**src/rtl/fetch_pc_unit.sv**
```systemverilog
// ============================================================================
// fetch_pc_unit
// ----------------------------------------------------------------------------
// Instruction-fetch front end. It owns the program counter, applies redirects
// from the EX-stage branch unit, issues single outstanding requests to the
// instruction memory and presents fetched instructions to the IF/ID register.
// A one-entry skid buffer keeps a returning instruction from being lost while
// the IF output is held by a hazard stall.
//
// Ports
//   clk          : single clock, rising edge
//   rstn         : asynchronous active-low reset
//   npc_sel      : 00 pc+4, 01 br_target, 10 jalr_target, 11 same as 00
//   br_target    : taken branch / jal target from EX
//   jalr_target  : jalr target from EX (bit 0 cleared on use)
//   stall_if     : hazard unit asks the IF output to hold this cycle
//   imem_req     : registered fetch request
//   imem_addr    : registered fetch address, stable while imem_req=1
//   imem_ready   : one-cycle completion pulse, imem_rdata valid with it
//   imem_rdata   : fetched instruction word
//   if_valid     : if_pc/if_inst hold a valid instruction
//   if_pc        : PC of the instruction presented to IF/ID
//   if_inst      : instruction presented to IF/ID
//   flush_id     : combinational flush of IF/ID on a redirect
//   flush_ex     : combinational flush of ID/EX on a redirect
// ============================================================================
module fetch_pc_unit #(
    parameter logic [31:0] RESET_PC = 32'h0040_0000
) (
    input  logic        clk,
    input  logic        rstn,
    input  logic [1:0]  npc_sel,
    input  logic [31:0] br_target,
    input  logic [31:0] jalr_target,
    input  logic        stall_if,
    output logic        imem_req,
    output logic [31:0] imem_addr,
    input  logic        imem_ready,
    input  logic [31:0] imem_rdata,
    output logic        if_valid,
    output logic [31:0] if_pc,
    output logic [31:0] if_inst,
    output logic        flush_id,
    output logic        flush_ex
);

    // IDLE: nothing outstanding. WAIT: request outstanding, data wanted.
    // DROP: request outstanding but a redirect made its data stale.
    typedef enum logic [1:0] {
        IDLE = 2'b00,
        WAIT = 2'b01,
        DROP = 2'b10
    } state_t;

    state_t      state_q, state_d;
    logic [31:0] pc_q, pc_d;
    logic        imem_req_q, imem_req_d;
    logic [31:0] imem_addr_q, imem_addr_d;
    logic        if_valid_q, if_valid_d;
    logic [31:0] if_pc_q, if_pc_d;
    logic [31:0] if_inst_q, if_inst_d;
    logic        skid_valid_q, skid_valid_d;
    logic [31:0] skid_pc_q, skid_pc_d;
    logic [31:0] skid_inst_q, skid_inst_d;

    logic        redirect;
    logic [31:0] redirect_target;
    logic        accept;

    // Only 01 and 10 redirect; 11 behaves like sequential fetch.
    assign redirect        = (npc_sel == 2'b01) || (npc_sel == 2'b10);
    assign redirect_target = (npc_sel == 2'b10) ? {jalr_target[31:1], 1'b0}
                                                : br_target;

    // Returned data is kept only if it is still wanted and no redirect
    // lands in the same cycle.
    assign accept = (state_q == WAIT) && imem_ready && !redirect;

    assign flush_id  = redirect;
    assign flush_ex  = redirect;
    assign imem_req  = imem_req_q;
    assign imem_addr = imem_addr_q;
    assign if_valid  = if_valid_q;
    assign if_pc     = if_pc_q;
    assign if_inst   = if_inst_q;

    // State register for the request FSM, PC and output/skid buffers.
    always_ff @(posedge clk or negedge rstn) begin
        if (!rstn) begin
            state_q      <= IDLE;
            pc_q         <= RESET_PC;
            imem_req_q   <= 1'b0;
            imem_addr_q  <= 32'h0;
            if_valid_q   <= 1'b0;
            if_pc_q      <= 32'h0;
            if_inst_q    <= 32'h0;
            skid_valid_q <= 1'b0;
            skid_pc_q    <= 32'h0;
            skid_inst_q  <= 32'h0;
        end else begin
            state_q      <= state_d;
            pc_q         <= pc_d;
            imem_req_q   <= imem_req_d;
            imem_addr_q  <= imem_addr_d;
            if_valid_q   <= if_valid_d;
            if_pc_q      <= if_pc_d;
            if_inst_q    <= if_inst_d;
            skid_valid_q <= skid_valid_d;
            skid_pc_q    <= skid_pc_d;
            skid_inst_q  <= skid_inst_d;
        end
    end

    // Request FSM and PC update. A request can never be withdrawn, so a
    // redirect while waiting moves to DROP and keeps imem_req high until the
    // memory answers; the PC already points at the target by then.
    always_comb begin
        state_d     = state_q;
        pc_d        = pc_q;
        imem_req_d  = imem_req_q;
        imem_addr_d = imem_addr_q;

        unique case (state_q)
            IDLE: begin
                if (redirect) begin
                    pc_d = redirect_target;
                end else if (!stall_if && !skid_valid_q) begin
                    state_d     = WAIT;
                    imem_req_d  = 1'b1;
                    imem_addr_d = pc_q;
                end
            end
            WAIT: begin
                if (imem_ready) begin
                    state_d    = IDLE;
                    imem_req_d = 1'b0;
                    pc_d       = redirect ? redirect_target
                                          : (imem_addr_q + 32'd4);
                end else if (redirect) begin
                    state_d = DROP;
                    pc_d    = redirect_target;
                end
            end
            DROP: begin
                if (redirect) begin
                    pc_d = redirect_target;
                end
                if (imem_ready) begin
                    state_d    = IDLE;
                    imem_req_d = 1'b0;
                end
            end
            default: begin
                state_d    = IDLE;
                imem_req_d = 1'b0;
            end
        endcase
    end

    // Output and skid management. The IF output is considered consumed on
    // any edge where stall_if is low, so new data may overwrite it then;
    // otherwise accepted data parks in the skid until the stall releases.
    always_comb begin
        if_valid_d   = if_valid_q;
        if_pc_d      = if_pc_q;
        if_inst_d    = if_inst_q;
        skid_valid_d = skid_valid_q;
        skid_pc_d    = skid_pc_q;
        skid_inst_d  = skid_inst_q;

        if (redirect) begin
            if_valid_d   = 1'b0;
            skid_valid_d = 1'b0;
        end else if (accept) begin
            if (!if_valid_q || !stall_if) begin
                if_valid_d = 1'b1;
                if_pc_d    = imem_addr_q;
                if_inst_d  = imem_rdata;
            end else begin
                skid_valid_d = 1'b1;
                skid_pc_d    = imem_addr_q;
                skid_inst_d  = imem_rdata;
            end
        end else if (!stall_if) begin
            if (skid_valid_q) begin
                if_valid_d   = 1'b1;
                if_pc_d      = skid_pc_q;
                if_inst_d    = skid_inst_q;
                skid_valid_d = 1'b0;
            end else begin
                if_valid_d = 1'b0;
            end
        end
    end

endmodule
```
**config.mk**
```make
export PLATFORM = sky130hd
export DESIGN_NAME = fetch_pc_unit
export DESIGN_NICKNAME = d
export VERILOG_FILES = /design/src/rtl/fetch_pc_unit.sv
export SDC_FILE = /design/constraint.sdc
export NUM_CORES = 1
export LEC_CHECK = 0
export CAP_MARGIN = 20
export CELL_PAD_IN_SITES_DETAIL_PLACEMENT = 0
export CELL_PAD_IN_SITES_GLOBAL_PLACEMENT = 1
export CORE_UTILIZATION = 36
export DETAILED_ROUTE_END_ITERATION = 10
export GPL_TIMING_DRIVEN = 0
export PLACE_DENSITY_LB_ADDON = 0.1
export SETUP_SLACK_MARGIN = 0.15
export SKIP_CTS_REPAIR_TIMING = 1
export SYNTH_ARGS = -nofsm -noshare
export SYNTH_HDL_FRONTEND = slang
export SYNTH_SLANG_ARGS = --single-unit
```
**constraint.sdc**
```tcl
create_clock -name clk -period 1.75 [get_ports clk]
set_input_delay 0.175 -clock clk [delete_from_list [all_inputs] [get_ports clk]]
set_output_delay 0.175 -clock clk [all_outputs]
set_load 0.01 [all_outputs]
```
==> metrics.md, run 1 <==
| Metric | Value |
|---|---|
| Slew Limit Fails | 0 |
| Starting DRT DRC Count | 331 |
| Via count | around 7200 |
| Critical R2R Capture | pc_q[30] |
| Core ar. | 0.02453 mm² |
| Initial antenna violation count | 0 |
| Synth Area in Simple Gates | 8.325% |
| Synthesized area | between 0.009 and 0.01 mm² |
| DP Cell Count | around 1300 |
| Die Ht | 161.1 µm |
| Post-Synth XOR/XNOR Area | roughly 2.3% |
| Pwr dens | about 1500 mW/mm² |
| CP arrival | 2.25 ns |
| Period Utilization, post-route | 107.1% |
| Vias in the first global route | about 7000 |
| Net count, final | roughly 1200 |
| Total track usage | 20.00% |
| Setup ws final | -0.1241 ns |
| Pleak | approximately 6.5 nW |
| Synthesized instance count | slightly below 800 |
| Gr ovfl total | 0 |
| Worst-path cell chain | inv_4 -> ha_4 -> or3b_4 -> nor2_4 -> nand2_4 -> or4_1 -> nand3_2 |
| Site row count | 57 |
| Maximum fanout along the worst path | 5 |
| Placed Area | around 0.012 mm² |
| Drt pass-1 iters | 4 |
| Clock Latency Late Sink | about 0.44 ns |
| Avg Cell Area, Syn | 11.62 µm² |
| Reg clk slew, reported paths | about 0.08 ns |
| RSZ-0062 raised after global routing | yes |
| Fin area | around 0.014 mm² |
| Crit Path Category | reg2reg |
| Root Driver | clkbuf_16 |
| Main synth FF type | dfrtp_1 |
| IO buf count | 200 |
| Largest family of logic cells by synthesized area | multiplexers |
| WP data required | around 2.1 ns |
| Fmax | roughly 530 MHz |
| # H-tree levels | 4 |
| #FFs+latches synth | roughly 200 |
| Hold Path Class | in2async |
| N_diodes | 0 |
| Largest net degree at the start of global routing | between 100 and 150 |
| Cts bufs inserted | 17 |
| Post-Layout Cell Count | between 1000 and 1500 |
| Setup Skew | 0.01729 ns |
| Syn Nets | between 800 and 900 |
| GP Congestion | between 0.7 and 0.8 |
| Max cap viols | 0 |
| FILL cells | approximately 2100 |
| Tmin final | approximately 1.9 ns |
| Antenna viol nets, final | 0 |
| Worst reg2reg path startpoint | state_q[0] |
| WL per Instance | between 15 and 20 µm |
| Number of synthesized flops with an enable pin | 0 |
| Place WS | -1.144 ns |
| Flop-to-flop setup slack | -0.12 ns |
| Yosys warns | 0 |
| Startpoint Class | flop |
| Worst IR Drop VDD | 0.8240 mV |
| Async SR Flop Fraction | 100.0% |
| Worst Reg-to-Reg Cells | 7 |
| Post-synth cell types | between 40 and 50 |
| Compound-Gate Fraction of Synth Area | a little under a tenth |
| DRT Wirelength | between 20 and 30 mm |
| Worst Setup End Kind | flop |
| Max Root-Sink Buffers | 2 |
| Rel. slew slack | a little under half |
| Global-route wire length before repair | 39.91 mm |
| Routed vias/inst | between 5 and 6 |
| Clock Sink Count | between 150 and 200 |
| Failing checks | negative setup slack |
| Slowest CP cell | or3b_4 |
| Worst Tran Pin Value | slightly below 0.8 ns |
| Final Hold Viols | 0 |
| Die X | approximately 160 µm |
| Mux cell area share after synthesis | roughly 22% |
| Share of cells above drive strength 1 | 40.00% |
| Area growth, synth to finish | 57.81% |
| I/O pin count | about 200 |
| Sequential share of the synthesized area | 54.14% |
| Tot Pwr | ~22 mW |
| Starting density of the core | roughly 37% |
| Setup TNS | -3.032 ns |
| Final HPWL DP | around 17 mm |
| Die area | ~0.026 mm² |
| Status | finished, violations left |
| Max incr delay on CP | 0.44 ns |
| Post-synthesis adder-cell area fraction | 0.8243% |
| Drt drc | 0 |
| Finish-stage setup viols | between 50 and 60 |
| CTS tree | done |
-- worst max path at each step --
stage,start,end,cells after the start
2_1_floorplan,npc_sel[0],imem_addr[22],8
3_3_place_gp,rstn,imem_addr[17],1
3_5_place_dp,npc_sel[0],if_pc[22],12
4_1_cts,state_q[0],pc_q[26],7
5_1_grt,state_q[0],pc_q[28],7
6_report,state_q[0],pc_q[30],7
-- logic make-up (layout without fill, tap and decap cells) --
group / after synthesis / count (layout)
flops: 197 / 197
xor+xnor: 24 / 24
mux: 189 / 189
simple gates: 155 / 155
compound gates: 155 / 155
buf+inv: 58 / 369
fa+ha+maj: 6 / 6
-- cell usage in the layout (no fill, tap or decap), types with 7 or more instances in the layout --
| cell | Yosys | routed |
|---|---|---|
| nand2_1 | 81 | 31 |
| buf_6 | 0 | 15 |
| o21ai_1 | 1 | 34 |
| dfrtp_1 | 196 | 175 |
| nand2_2 | 0 | 33 |
| nor2_1 | 23 | 20 |
| o21ai_2 | 0 | 35 |
| o22ai_2 | 0 | 10 |
| nand2_4 | 0 | 17 |
| clkbuf_16 | 0 | 31 |
| mux2_2 | 111 | 75 |
| buf_8 | 0 | 17 |
| a21oi_1 | 35 | 27 |
| mux2i_1 | 78 | 76 |
| mux2_4 | 0 | 36 |
| xor2_1 | 16 | 15 |
| a21oi_2 | 0 | 7 |
| buf_12 | 0 | 18 |
| o21ai_0 | 82 | 13 |
| dfrtp_2 | 0 | 21 |
| buf_4 | 5 | 53 |
| nand4_1 | 10 | 10 |
| nand3_1 | 10 | 7 |
| xnor2_1 | 8 | 7 |
| clkdlybuf4s50_1 | 0 | 195 |
| o22ai_1 | 25 | 11 |
-- synthesized netlist by cell type, types with 8 or more instances --
cell / count / area, µm²
clkbuf_1: 19 / 71.32
a21oi_1: 35 / 175.2
o22ai_1: 25 / 156.4
dfrtp_1: 196 / 4905
o21ai_0: 82 / 410.4
nor2_1: 23 / 86.33
nand4_1: 10 / 62.56
xor2_1: 16 / 140.1
mux2i_1: 78 / 780.8
xnor2_1: 8 / 70.07
buf_2: 21 / 105.1
nand3_1: 10 / 50.05
mux2_2: 111 / 1250
nand2_1: 81 / 304.0
-- final cells by class --
| cell class | count | area (µm²) | share of cell area [%] |
|---|---|---|---|
| buffer | 49 | 640.6 | 4.457 |
| clock buffer | 20 | 456.7 | 3.178 |
| clock inverter | 12 | 113.9 | 0.7922 |
| inverter | 8 | 50.05 | 0.3482 |
| multi-input combinational | 529 | 4762 | 33.13 |
| sequential | 197 | 4957 | 34.49 |
| tap | 324 | 405.4 | 2.821 |
| timing repair buffer | 280 | 2987 | 20.78 |
-- where the power goes --
group	switching, mW	internal (mW)
Sequential	1.70	6.34
Clock	1.93	1.96
Combinational	4.08	5.87
Total	7.71	14.2
-- registers in the layout, summed over array words and instances (netlist names) --
signal	flops
skid_pc_q	32
if_inst	32
skid_inst_q	32
if_valid	1
imem_addr	32
if_pc	32
state_q	2
imem_req	1
skid_valid_q	1
pc_q	32
-- layer usage --
| metal | GRT usage [%] | routed length (µm) | up-vias |
|---|---|---|---|
| met5 | 0 | 0 | - |
| met4 | 5.274 | 282 | 0 |
| met3 | 3.210 | 1037 | 17 |
| met2 | 31.19 | 12870 | 160 |
| met1 | 28.86 | 12650 | 3615 |
| li1 | - | - | 3396 |
-- stage by stage --
step | utilization [%] | hold WS [ns]
final | 58.58 | 0.3812
after CTS | 50.36 | -0.1734
after detailed placement | 48.03 | 0.2916
after global routing | 58.58 | 0.3794
after floorplan | - | -0.1206
after global placement | 47.90 | 0.4618
-- worst max-delay path: cells and delay by family (launching register included) --
| kind | cells | cell delay [ns] |
|---|---|---|
| adder cells (fa/ha/maj) | 1 | 0.17 |
| buffers and inverters | 1 | 0.07 |
| AND/OR/NAND/NOR | 5 | 1.16 |
| flip-flops | 1 | 0.43 |
(Power assumes the default switching activity.)
==> inputs of run 2 (changes only) <==
- ABC_AREA: not set -> 1
- CORE_UTILIZATION: 36 -> 34
==> metrics.md, run 2 <==
| Metric | Value |
|---|---|
| Failing checks | negative setup slack |
| Share of cells above drive strength 1 | 29.04% (-11 points) |
| Area growth, synth to finish | 61.64% |
| Startpoint Class | flop |
| Initial antenna violation count | 0 (unchanged) |
| Via count | 9351 (+30%) |
| Finish-stage setup viols | 127 (+150%) |
| Yosys top cell by area | dfrtp_1 |
| Worst Reg-to-Reg Cells | 10 (+3) |
| Routed vias/inst | 4.858 (-4.1%) |
| Die X | 169.4 µm (+5.2%) |
| Global-route wire length before repair | 47.80 mm (+20%) |
| Clock Sink Count | 197 (unchanged) |
| N_diodes | 0 (unchanged) |
| Slowest CP cell | dfrtp_2 |
| Post-synth cell types | 37 (-21%) |
| Worst-path cell chain | buf_6 -> ha_4 -> nand2_4 -> nor2_4 -> a32oi_4 -> inv_4 -> clkbuf_16 -> clkbuf_16 -> nor2_4 -> a31oi_2 |
| Die Ht | 169.4 µm (+5.2%) |
| Maximum fanout along the worst path | 6 (+1) |
| Final Hold Viols | 0 (unchanged) |
| Synthesized instance count | 1230 (+57%) |
| Hold Path Class | in2reg |
| CP endpoint | if_pc[18] |
| Top-area cell type share of the netlist area | 51.45% (-2.4 points) |
| I/O pin count | 202 (unchanged) |
| Tot Pwr | 23.97 mW (+9.5%) |
| Worst Setup End Kind | flop |
| GP Congestion | 0.8188 (+7.9%) |
| Root Driver | clkbuf_16 |
| CP arrival | 2.20 ns (-0.05 ns) |
| Critical R2R Capture | if_pc[18] |
| CP Launch Point | state_q[0] |
| Fmax | 529.7 MHz (-0.74%) |
| #FFs+latches synth | 197 (unchanged) |
| Die area | 0.02871 mm² (+11%) |
| Largest cells by area after synthesis | dfrtp_1 (51%), nand2_1 (17%), nor2_1 (6.1%) |
| RSZ-0062 raised after global routing | yes |
| Synth Area in Simple Gates | 27.58% (+19 points) |
| Starting density of the core | 34.98% (-2.1 points) |
| Net count, final | 1648 (+38%) |
| Number of synthesized flops with an enable pin | 0 (unchanged) |
| IO buf count | 200 (unchanged) |
| WL per Instance | 17.38 µm (-8.1%) |
| Pleak | 6.780 nW (+4.4%) |
| Sequential share of the synthesized area | 51.73% (-2.4 points) |
| # H-tree levels | 4 (unchanged) |
| Main synth FF type | dfrtp_1 |
| Cts bufs inserted | 17 (unchanged) |
| Post-Layout Cell Count | 1925 (+36%) |
| Setup Skew | 0.01621 ns (-0.001079 ns) |
| Worst reg2reg path startpoint | state_q[0] |
| Post-synthesis adder-cell area fraction | 0.7875% (-0.037 points) |
| Commonest non-fill, non-tap cell in the layout | nand2_1 |
| DRT Wirelength | 33.46 mm (+25%) |
| Starting DRT DRC Count | 600 (+81%) |
| Site row count | 60 (+5.3%) |
| Period Utilization, post-route | 107.9% (+0.79 points) |
| Setup TNS | -9.096 ns (-6.064 ns) |
| Status | finished, violations left |
| Post-Synth XOR/XNOR Area | 0.3675% (-1.9 points) |
| Worst Hold Launch | imem_rdata[2] |
| FILL cells | 2524 (+18%) |
| Max cap viols | 0 (unchanged) |
| Syn Nets | 1338 (+50%) |
| Mux cell area share after synthesis | 0.1181% (-22 points) |
| Gr ovfl total | 0 (unchanged) |
| Commonest non-fill, non-tap cells in the layout | nand2_1 (380), dfrtp_1 (175), clkdlybuf4s50_1 (172) |
| Yosys warns | 0 (unchanged) |
| Avg Cell Area, Syn | 7.750 µm² (-33%) |
| Core ar. | 0.02725 mm² (+11%) |
| Area of the multi-input gates | 0.005254 mm² (+10%) |
| DP Cell Count | 1803 (+38%) |
| Reg clk slew, reported paths | 0.08 ns (about the same) |
| Top-count cell post-synth | nand2_1 |
| CTS tree | done |
| Commonest cells post-synth | nand2_1 (440), dfrtp_1 (196), nor2_1 (155), o21ai_0 (75), a31oi_1 (64) |
| Crit Path Category | reg2reg |
| Rel. slew slack | 51.96% (+4.1 points) |
| Slew Limit Fails | 0 (unchanged) |
| Seq. cell area | 0.004957 mm² (unchanged) |
| Worst IR Drop VDD | 0.7035 mV (-15%) |
| Async SR Flop Fraction | 100.0% (unchanged) |
| Flop-to-flop setup slack | -0.14 ns (about the same) |
| Drt pass-1 iters | 5 (+1) |
| Max incr delay on CP | 0.44 ns (about the same) |
| Pwr dens | 1555 mW/mm² (+2.2%) |
| Final HPWL DP | 22.32 mm (+29%) |
| Drt drc | 0 (unchanged) |
| Vias in the first global route | 8486 (+23%) |
| WP data required | 2.06 ns (-0.06 ns) |
| Synthesized area | 0.009533 mm² (+4.7%) |
| Largest family of logic cells by synthesized area | simple AND/OR/NAND/NOR gates |
| Setup ws final | -0.1380 ns (-0.01389 ns) |
| Total track usage | 21.65% (+1.7 points) |
| Clock Latency Late Sink | 0.44 ns (about the same) |
| Antenna viol nets, final | 0 (unchanged) |
| Max Root-Sink Buffers | 2 (unchanged) |
| Worst Tran Pin Value | 0.7207 ns (-0.06159 ns) |
| Compound-Gate Fraction of Synth Area | 13.03% (+3.8 points) |
| Tmin final | 1.888 ns (+0.01388 ns) |
| Largest net degree at the start of global routing | 108 (+5.9%) |
-- run 2: changes by cell type after synthesis, moves of 21 or more --
cell	previous run	this run
buf_2	21	42
a31oi_1	2	64
mux2i_1	78	0
o22ai_1	25	4
mux2_2	111	1
nand2_1	81	440
nand3_1	10	42
a21oi_1	35	58
inv_1	7	57
nor2_1	23	155
-- run 2: cell families after synthesis --
| group | Yosys count |
|---|---|
| compound gates | 224 |
| flops | 197 |
| fa+ha+maj | 6 |
| mux | 1 |
| buf+inv | 135 |
| xor+xnor | 4 |
| simple gates | 663 |
-- run 2: per-layer routing --
layer | vias to the layer above | global-route usage, % | routed length (µm)
met4 | 0 | 5.170 | 455
met1 | 4488 | 30.65 | 15480
met2 | 231 | 34.55 | 16130
met3 | 26 | 3.451 | 1395
met5 | - | 0 | 0
li1 | 4606 | - | -
-- run 2: layout make-up --
cell class | instances | share of cell area (%)
clock inverter | 12 | 0.6415
sequential | 197 | 32.17
clock buffer | 20 | 2.834
inverter | 64 | 1.892
buffer | 71 | 5.246
timing repair buffer | 290 | 20.10
multi-input combinational | 899 | 34.10
tap | 372 | 3.021
-- run 2: stage by stage --
stage	setup slack, ns	instance area (µm²)	util, %	hold slack [ns]
finish	-0.1380	15410	56.54	0.3095
CTS	-0.8183	12570	46.14	-0.2238
global placement	-8.247	12010	44.05	0.4530
floorplan	0.1585	9538	-	-0.1206
global route	-0.2082	15410	56.54	0.3159
detailed placement	-0.8089	12040	44.17	0.2441
-- run 2: report_power, final --
group,total (mW),switching (mW),internal [mW]
registers,8.56,1.90,6.66
clock network,3.76,1.91,1.85
logic,11.6,5.66,5.98
total,24.0,9.47,14.5
-- run 2: worst min-delay path by stage --
| stage | to | slack [ns] | depth (start not counted) |
|---|---|---|---|
| global route | skid_inst_q[2] | 0.32 | 3 |
| finish | skid_inst_q[2] | 0.31 | 3 |
| CTS | if_inst[27] | -0.22 | 1 |
| global placement | skid_pc_q[17] | 0.45 | 2 |
| floorplan | if_inst[0] | -0.12 | 0 |
| detailed placement | if_inst[27] | 0.24 | 1 |
-- run 2: critical path: cells and delay by family, from the launching register on --
| family | cells | cell delay [ns] |
|---|---|---|
| compound gates | 2 | 0.31 |
| fa+ha+maj | 1 | 0.15 |
| buf+inv | 4 | 0.63 |
| flops | 1 | 0.44 |
| simple gates | 3 | 0.22 |
==> inputs of run 3 (changes only) <==
- CORE_UTILIZATION: 34 -> 37
- CTS_BUF_LIST: not set -> sky130_fd_sc_hd__clkbuf_16
- SKIP_CTS_REPAIR_TIMING: 1 -> not set
- clock period: 1.75 -> 1.95 ns (I/O delays scaled with it)
==> metrics.md, run 3 (same netlist as run 2, synthesis figures left out) <==
| Metric | Value |
|---|---|
| Drt pass-1 iters | 5 (unchanged) |
| Worst IR Drop VDD | 0.6223 mV (-12%) |
| Place WS | -0.6228 ns (+0.1861 ns) |
| Clock Latency Late Sink | 0.44 ns (about the same) |
| Pwr dens | 1407 mW/mm² (-9.6%) |
| Setup Skew | 0.01570 ns (-0.0005048 ns) |
| Die area | 0.02641 mm² (-8.0%) |
| Grt met2 use | 37.37% (+2.8 points) |
| Worst Tran Pin Value | 0.6556 ns (-0.06507 ns) |
| Worst reg2reg path startpoint | state_q[1] |
| Met1 GRT Util | 33.16% (+2.5 points) |
| Slowest CP cell | dfrtp_1 |
| WP data required | 2.28 ns (+0.22 ns) |
| Seq. cell area | 0.004947 mm² (-0.20%) |
| Cts bufs inserted | 17 (unchanged) |
| Setup ws final | 0.1327 ns (+0.2708 ns) |
| Max cap viols | 0 (unchanged) |
| IO buf count | 200 (unchanged) |
| Startpoint Class | flop |
| Final Hold Viols | 0 (unchanged) |
| Top Usage Layer GRT | met2 |
| Max Root-Sink Buffers | 2 (unchanged) |
| GP Congestion | 0.8315 (+1.6%) |
| Rel. slew slack | 56.29% (+4.3 points) |
| # H-tree levels | 4 (unchanged) |
| Largest net degree at the start of global routing | 116 (+7.4%) |
| Fin area | 0.01356 mm² (-12%) |
| Clock Sink Count | 197 (unchanged) |
| Post-Layout Cell Count | 1831 (-4.9%) |
| Tmin final | 1.817 ns (-0.07075 ns) |
| Worst-path cell chain | inv_2 -> ha_4 -> nand2_4 -> nor2_4 -> inv_2 -> nor2_4 -> inv_4 -> buf_12 -> bufbuf_16 -> nand2_1 -> nand2_1 |
| Routed vias/inst | 4.889 (+0.65%) |
| Site row count | 58 (-3.3%) |
| Core ar. | 0.02525 mm² (-7.3%) |
| Reg clk slew, reported paths | 0.08 ns (about the same) |
| Gr ovfl total | 0 (unchanged) |
| Final HPWL DP | 21.60 mm (-3.3%) |
| Share of cells above drive strength 1 | 15.72% (-13 points) |
| Maximum fanout along the worst path | 7 (+1) |
| Net count, final | 1596 (-3.2%) |
| I/O pin count | 202 (unchanged) |
| Total track usage | 23.49% (+1.8 points) |
| Placed Area | 0.01198 mm² (-0.48%) |
| Max incr delay on CP | 0.41 ns (-0.03 ns) |
| Worst Setup End Kind | flop |
| CTS tree | done |
| DP Cell Count | 1761 (-2.3%) |
| DRT Wirelength | 30.41 mm (-9.1%) |
| Worst hold slack | 0.3254 ns (+0.01591 ns) |
| Starting density of the core | 37.75% (+2.8 points) |
| CP arrival | 2.14 ns (-0.06 ns) |
| Vias in the first global route | 8605 (+1.4%) |
| Drt drc | 0 (unchanged) |
| Global-route wire length before repair | 47.73 mm (-0.14%) |
| Fmax | 550.3 MHz (+3.9%) |
| Via count | 8952 (-4.3%) |
| Commonest non-fill, non-tap cells in the layout | nand2_1 (418), clkdlybuf4s50_1 (195), dfrtp_1 (183) |
| Die Ht | 162.5 µm (-4.1%) |
| Starting DRT DRC Count | 796 (+33%) |
| Setup TNS | 0 ns (+9.096 ns) |
| Area growth, synth to finish | 42.24% |
| Commonest non-fill, non-tap cell in the layout | nand2_1 |
| Crit path buf inv count | 5 (+1) |
| Pleak | 6.051 nW (-11%) |
| Flop-to-flop setup slack | 0.13 ns (+0.27 ns) |
| CP Launch Point | state_q[1] |
| CP delay by family, top | buffers and inverters |
| Period Utilization, post-route | 93.19% (-15 points) |
| Root Driver | clkbuf_16 |
| WL per Instance | 16.61 µm (-4.4%) |
| Finish-stage setup viols | 0 (-100%) |
| Area of the multi-input gates | 0.004277 mm² (-19%) |
| RSZ-0062 raised after global routing | yes |
| Die X | 162.5 µm (-4.1%) |
| Initial antenna violation count | 0 (unchanged) |
| N_diodes | 0 (unchanged) |
| M3 GR Usage | 4.023% (+0.57 points) |
| FILL cells | 2500 (-0.95%) |
| Slew Limit Fails | 0 (unchanged) |
| Status | finished, final reports clean |
| Antenna viol nets, final | 0 (unchanged) |
| Crit Path Category | reg2reg |
| Hold Path Class | in2async |
-- run 3: final timing paths --
kind                                   end  cells after the start
setup / recovery            skid_inst_q[6]                     11
hold / removal                 if_inst[23]                      2
setup reg to reg            skid_inst_q[6]                     11
hold reg to reg            skid_inst_q[30]                      2
max in group asynchronous       state_q[0]                      3
min in group clk           skid_inst_q[27]                      3
-- run 3: worst register-to-register path: stages, from the launching register on --
cell	delay (ns)
dfrtp_1	0.41
inv_2	0.09
ha_4	0.15
nand2_4	0.05
nor2_4	0.15
inv_2	0.08
nor2_4	0.18
inv_4	0.08
buf_12	0.15
bufbuf_16	0.27
nand2_1	0.05
nand2_1	0.04
-- run 3: power by group --
part	switching, mW	total (mW)	internal, mW
registers	1.49	7.45	5.96
logic	4.12	8.12	4.00
clock network	1.71	3.51	1.80
-- run 3: layer usage --
metal	wire (µm)	vias to the layer above	part of all wire (%)
li1	-	4496	-
met1	14570	4198	48
met2	14040	242	46
met3	1408	16	4.6
met4	381	0	1.3
met5	0	-	0
-- run 3: final cells by class --
cell class | count | area share, %
Buffer | 71 | 4.438
Timing Repair Buffer | 239 | 18.39
Tap cell | 330 | 3.045
Clock buffer | 17 | 3.137
Clock inverter | 15 | 1.089
Sequential cell | 197 | 36.49
Inverter | 64 | 1.873
Multi-Input combinational cell | 898 | 31.54
-- run 3: through the flow --
stage / total power, mW / util, %
2_1_floorplan: 11.03 / -
3_3_place_gp: 14.74 / 47.31
3_5_place_dp: 14.86 / 47.44
4_1_cts: 18.70 / 51.88
5_1_grt: 20.41 / 53.69
6_report: 19.08 / 53.69
-- run 3: repair_timing --
item | in CTS | in global routing
pin swaps | 6 | 11
setup endpoints to repair | 195 | 202
hold endpoints to repair | 81 | 0
hold buffers | 1 | 0
resized for setup | 82 | 114
buffers inserted | 19 | 11
cloned | 6 | 1
